**src/rtl/imm_pipe.sv**
```systemverilog
// Two-stage pipelined immediate generator and branch-target unit for the decode path.
// Stage 1 decodes format and immediate; stage 2 forms pc + imm for the ALU side.
module imm_pipe #(
  parameter int XLEN = 32
) (
  input  logic            clk,
  input  logic            reset_n,
  input  logic            flush_i,
  input  logic            valid_i,
  output logic            ready_o,
  input  logic [31:0]     insn_i,
  input  logic [XLEN-1:0] pc_i,
  output logic            valid_o,
  input  logic            ready_i,
  output logic [XLEN-1:0] imm_o,
  output logic [2:0]      fmt_o,
  output logic            illegal_o,
  output logic [XLEN-1:0] target_o
);

  typedef enum logic [2:0] {
    FMT_R     = 3'd0,
    FMT_I     = 3'd1,
    FMT_S     = 3'd2,
    FMT_B     = 3'd3,
    FMT_U     = 3'd4,
    FMT_J     = 3'd5,
    FMT_SHAMT = 3'd6,
    FMT_ILL   = 3'd7
  } fmt_t;

  localparam bit RV64 = (XLEN == 64);

  logic [6:0]      opcode;
  logic [2:0]      funct3;
  logic            shift_op;
  logic [31:0]     imm_i, imm_s, imm_b, imm_u, imm_j;
  logic [5:0]      shamt;
  fmt_t            dec_fmt;
  logic [XLEN-1:0] dec_imm;

  logic            s1_valid, s2_valid;
  logic            s1_load, s2_load;
  fmt_t            s1_fmt, s2_fmt;
  logic            s1_illegal, s2_illegal;
  logic [XLEN-1:0] s1_imm, s1_pc;
  logic [XLEN-1:0] s2_imm, s2_target;

  assign opcode   = insn_i[6:0];
  assign funct3   = insn_i[14:12];
  assign shift_op = (funct3 == 3'b001) || (funct3 == 3'b101);

  // 32-bit forms are built first and widened afterwards so one set serves both XLENs.
  assign imm_i = {{20{insn_i[31]}}, insn_i[31:20]};
  assign imm_s = {{20{insn_i[31]}}, insn_i[31:25], insn_i[11:7]};
  assign imm_b = {{20{insn_i[31]}}, insn_i[7], insn_i[30:25], insn_i[11:8], 1'b0};
  assign imm_u = {insn_i[31:12], 12'b0};
  assign imm_j = {{12{insn_i[31]}}, insn_i[19:12], insn_i[20], insn_i[30:21], 1'b0};

  // Word shifts (0011011) only ever take a 5-bit amount, even on RV64.
  assign shamt = (RV64 && opcode == 7'b0010011) ? insn_i[25:20] : {1'b0, insn_i[24:20]};

  always_comb begin
    dec_fmt = FMT_ILL;
    dec_imm = '0;
    case (opcode)
      7'b0000011, 7'b0001111, 7'b1100111, 7'b1110011: dec_fmt = FMT_I;
      7'b0010011: dec_fmt = shift_op ? FMT_SHAMT : FMT_I;
      7'b0011011: if (RV64) dec_fmt = shift_op ? FMT_SHAMT : FMT_I;
      7'b0100011: dec_fmt = FMT_S;
      7'b1100011: dec_fmt = FMT_B;
      7'b0110111, 7'b0010111: dec_fmt = FMT_U;
      7'b1101111: dec_fmt = FMT_J;
      7'b0110011: dec_fmt = FMT_R;
      7'b0111011: if (RV64) dec_fmt = FMT_R;
      default: dec_fmt = FMT_ILL;
    endcase
    case (dec_fmt)
      FMT_I:     dec_imm = XLEN'($signed(imm_i));
      FMT_S:     dec_imm = XLEN'($signed(imm_s));
      FMT_B:     dec_imm = XLEN'($signed(imm_b));
      FMT_U:     dec_imm = XLEN'($signed(imm_u));
      FMT_J:     dec_imm = XLEN'($signed(imm_j));
      FMT_SHAMT: dec_imm = XLEN'(shamt);
      default:   dec_imm = '0;
    endcase
  end

  // ready_o depends combinationally on ready_i so a full pipe refills the same cycle it drains.
  assign s2_load = !s2_valid || ready_i;
  assign s1_load = !s1_valid || s2_load;
  assign ready_o = s1_load;

  always_ff @(posedge clk or negedge reset_n) begin
    if (!reset_n) begin
      s1_valid <= 1'b0;
      s2_valid <= 1'b0;
    end else if (flush_i) begin
      s1_valid <= 1'b0;
      s2_valid <= 1'b0;
    end else begin
      if (s1_load) s1_valid <= valid_i;
      if (s2_load) s2_valid <= s1_valid;
    end
  end

  always_ff @(posedge clk or negedge reset_n) begin
    if (!reset_n) begin
      s1_fmt     <= FMT_R;
      s1_illegal <= 1'b0;
      s1_imm     <= '0;
      s1_pc      <= '0;
      s2_fmt     <= FMT_R;
      s2_illegal <= 1'b0;
      s2_imm     <= '0;
      s2_target  <= '0;
    end else begin
      if (s1_load && valid_i) begin
        s1_fmt     <= dec_fmt;
        s1_illegal <= (dec_fmt == FMT_ILL);
        s1_imm     <= dec_imm;
        s1_pc      <= pc_i;
      end
      if (s2_load && s1_valid) begin
        s2_fmt     <= s1_fmt;
        s2_illegal <= s1_illegal;
        s2_imm     <= s1_imm;
        s2_target  <= s1_pc + s1_imm;
      end
    end
  end

  assign valid_o   = s2_valid;
  assign imm_o     = s2_imm;
  assign fmt_o     = s2_fmt;
  assign illegal_o = s2_illegal;
  assign target_o  = s2_target;

endmodule

```
**config.mk**
```make
export PLATFORM = sky130hd
export DESIGN_NAME = imm_pipe
export DESIGN_NICKNAME = d
export VERILOG_FILES = /design/src/rtl/imm_pipe.sv
export SDC_FILE = /design/constraint.sdc
export NUM_CORES = 1
export LEC_CHECK = 0
export BUFFER_PORTS_ARGS = -buffer_cell sky130_fd_sc_hd__buf_2
export CELL_PAD_IN_SITES_DETAIL_PLACEMENT = 1
export CELL_PAD_IN_SITES_GLOBAL_PLACEMENT = 2
export CORE_MARGIN = 1
export CORE_UTILIZATION = 33
export DETAILED_ROUTE_END_ITERATION = 16
export GPL_ROUTABILITY_DRIVEN = 0
export HOLD_SLACK_MARGIN = 0.05
export PLACE_DENSITY_LB_ADDON = 0.1
export SETUP_SLACK_MARGIN = 0.5
export SLEW_MARGIN = 0
export SYNTH_ARGS = -nofsm -noshare
export SYNTH_HDL_FRONTEND = slang
export SYNTH_SLANG_ARGS = --single-unit
```
**constraint.sdc**
```tcl
create_clock -name clk -period 3.53 [get_ports clk]
set_input_delay 0.1765 -clock clk [delete_from_list [all_inputs] [get_ports clk]]
set_output_delay 0.1765 -clock clk [all_outputs]
set_load 0.1 [all_outputs]
```
==> flow_summary.yaml <==
drt:
  wl_per_cell_microns: 18.3
  vias_per_cell: 5.04
  antenna_left: 0
  first_iter_violations: 188
  dr.pass1.iters: 4
  wirelength_mm: 23.3
  vias: 6407
  drc: 0
clock_network:
  clkTransAtPathRegs_ns: 0.07
  cts_htree_levels: 4
  cts-root-buf: "clkbuf_16"
  clock_latency_ns: 0.43
  cts_made_buffers: 17
  tritoncts: "done"
  clockBufferDepth: 2
  cts_sinks: 138
worst_setup_path:
  worstPathRequired_ns: 3.81
  reg2reg_to: "target_o[30]"
  reg2regPathDepth: 12
  slowest_delay_ns: 0.39
  crit_type: "flip-flop to flip-flop"
  cp-end-kind: "flip-flop"
  r2r_slack_ns: 0.66
  start_kind: "flip-flop"
  cp_slowest_cell: "o41ai_2"
  cp_data_arrival_time_ns: 3.15
  cp_max_fo: 4
  reg2reg_from: "s1_imm[0]"
  path_cells: "ha_2 > inv_1 > fa_2 > nor2b_1 > o2111ai_1 > and4b_2 > o21a_2 > o21ai_4 > a2111oi_2 > o41ai_2 > xnor2_1 > o21ai_1"
placement:
  post-dp-hpwl_mm: 17.1
  io_buffers: 138
  post-place-ws_ns: 0.556
  dp.cells: 1194
run_status:
  status: "complete, no violations"
timing:
  finalHoldWorstSlack_ns: 0.0671
  fin_setup_tns_ns: 0
  finalCritPeriodShare_pct: 81.3
  rsz0062_at_grt: "true"
  relSlewSlack_pct: 23.1
  period_minus_slack_ns: 2.87
  fin_skew_ns: 0.0122
  fmax_mhz: 349
  worst_pin_slew_ns: 1.15
  finalWorstSetupSlack_ns: 0.661
  setup_viol: 0
  finalMaxSlewViolations: 0
  hold_violations: 0
global_route:
  grt_max_degree: 84
  antenna_found_initial: 1
  grt_pass1_wl_mm: 37.2
  grt_pass1_vias: 6830
  grt_overflow_total: 0
  grtUsageTotal_pct: 21.8
cells_and_area:
  finalNetCount: 1084
  most-common-layout-cells: "nand2_1, dfrtp_1, buf_2"
  final_common_cell: "nand2_1"
  fill_cells: 2546
  drive_above_1_share_pct: 24.3
  diodes: 0
  final_cells: 1271
  syn_to_final_growth_pct: 29.7
synth:
  syn_avg_cell_area_sq_um: 8.88
  netlist_instances: 807
  ys_seq_area_share_pct: 48.2
  ys.flop_type: "dfrtp_1"
  synth_nets: 908
  synth_edf_count: 0
  async_flop_share_pct: 100
  ys.warnings.count: 0
  yosysUniqueCellTypes: 72
  ys_ff_latch: 138
  netlist_area_sq_um: 7170
floorplanning:
  fp.dieH_microns: 149
  pin_count: 139
  placementRows: 53
  die_x_microns: 149
  initial_core_util_pct: 33.9
  die_area_sq_um: 22300
  core-area_sq_um: 21200
power_and_ir_drop:
  powerDensity_nw_per_um2: 535
  p_leak_nw: 4.69
  p_total_w: 0.00497
  peakVddDrop_v: 0.000255
worst_hold_path:
  min_to: "s1_imm[16]"
  whs_path_depth: 3
  holdCritPathClass: "input port to flip-flop"
  min_from: "insn_i[16]"
run:
  maxCapViolCount: 0
## critical path, delay by kind of cell (launching register included)
| kind | cells | cell delay [ns] |
|---|---|---|
| buffers and inverters | 1 | 0.06 |
| AO/OA/AOI/OAI | 6 | 1.17 |
| adder cells (fa/ha/maj) | 2 | 0.55 |
| AND/OR/NAND/NOR | 2 | 0.43 |
| XOR/XNOR | 1 | 0.16 |
| flip-flops | 1 | 0.36 |
## worst max path at each step
stage          startpoint           end  slack [ns]
3_5_place_dp    s1_imm[0]  target_o[30]        0.56
2_1_floorplan     valid_o     s1_imm[1]        0.65
6_report        s1_imm[0]  target_o[30]        0.66
5_1_grt         s1_imm[7]  target_o[31]        0.44
3_3_place_gp    s1_imm[0]  target_o[30]        0.65
4_1_cts         s1_imm[0]  target_o[16]        0.53
## what timing repair did
action / in CTS / in global routing
hold buffers: 38 / 0
resized for setup: 0 / 20
endpoints found under the setup margin: 0 / 11
setup buffers: 0 / 7
hold endpoints to repair: 113 / 0
## synthesized netlist by cell type (all sizes together), types with 3 or more instances
library cell  count  area [sq um]
nand2           297          1110
and3              4          25.0
xor2             12           105
a21o             12          90.1
inv              14          52.6
ha               31           388
or3               3          18.8
nor3              6          30.0
o31ai             6          55.1
nand2b            6          37.5
clkbuf           27           101
nor4              3          25.0
nand3             7          35.0
dfrtp           138          3450
xnor2            15           131
buf              10          62.6
a31oi             5          31.3
a22oi             4          30.0
a21boi            9          67.6
a211oi            4          30.0
o21bai            5          37.5
a21oi            41           216
nor2b            10          65.1
and2              4          25.0
o21ai            72           443
nor2             19          73.8
o22ai             4          31.3
o21a              4          30.0
nor3b             3          33.8
## area by class of cell
cell class | count | area (sq um) | share of cell area (%)
Clock buffer | 17 | 425 | 4.58
Clock inverter | 15 | 203 | 2.18
Inverter | 14 | 52.6 | 0.565
Multi-Input combinational cell | 618 | 3600 | 38.8
Sequential cell | 138 | 3450 | 37.2
Tap cell | 275 | 344 | 3.70
Timing Repair Buffer | 194 | 1210 | 13.0
## where the power goes
part / internal [W] / total [W] / switching [W]
sequential: 0.00171 / 0.00180 / 0.0000873
combinational: 0.000265 / 0.00125 / 0.000980
clock: 0.00114 / 0.00193 / 0.000791
## stage by stage
stage               cell area, sq um  util (%)
finish                          9300      43.9
global route                    9300      43.9
CTS                             9150      43.3
detailed placement              8140      38.5
global placement                8140      38.5
floorplan                       7170         -
## sequential cells by signal (all words and copies together), names as in the netlist
register,cells
fmt_o,3
illegal_o,1
imm_o,32
s1_fmt,3
s1_illegal,1
s1_imm,32
s1_pc,32
s1_valid,1
target_o,32
valid_o,1
## cells by family after synthesis
family	after synthesis	synth area share (%)
flip-flops	138	48.2
XOR/XNOR	27	3.30
buffers and inverters	51	3.02
adder cells (fa/ha/maj)	32	5.69
AO/OA/AOI/OAI	186	17.7
AND/OR/NAND/NOR	370	21.7
multiplexers	3	0.436
## per-layer routing
layer,vias up,wire length (microns),global-route usage [%]
met1,3196,10800,29.0
li1,3079,-,-
met2,118,11600,36.5
met5,-,0,0
met4,0,242,4.90
met3,14,704,3.85
(Power assumes the default switching activity.)
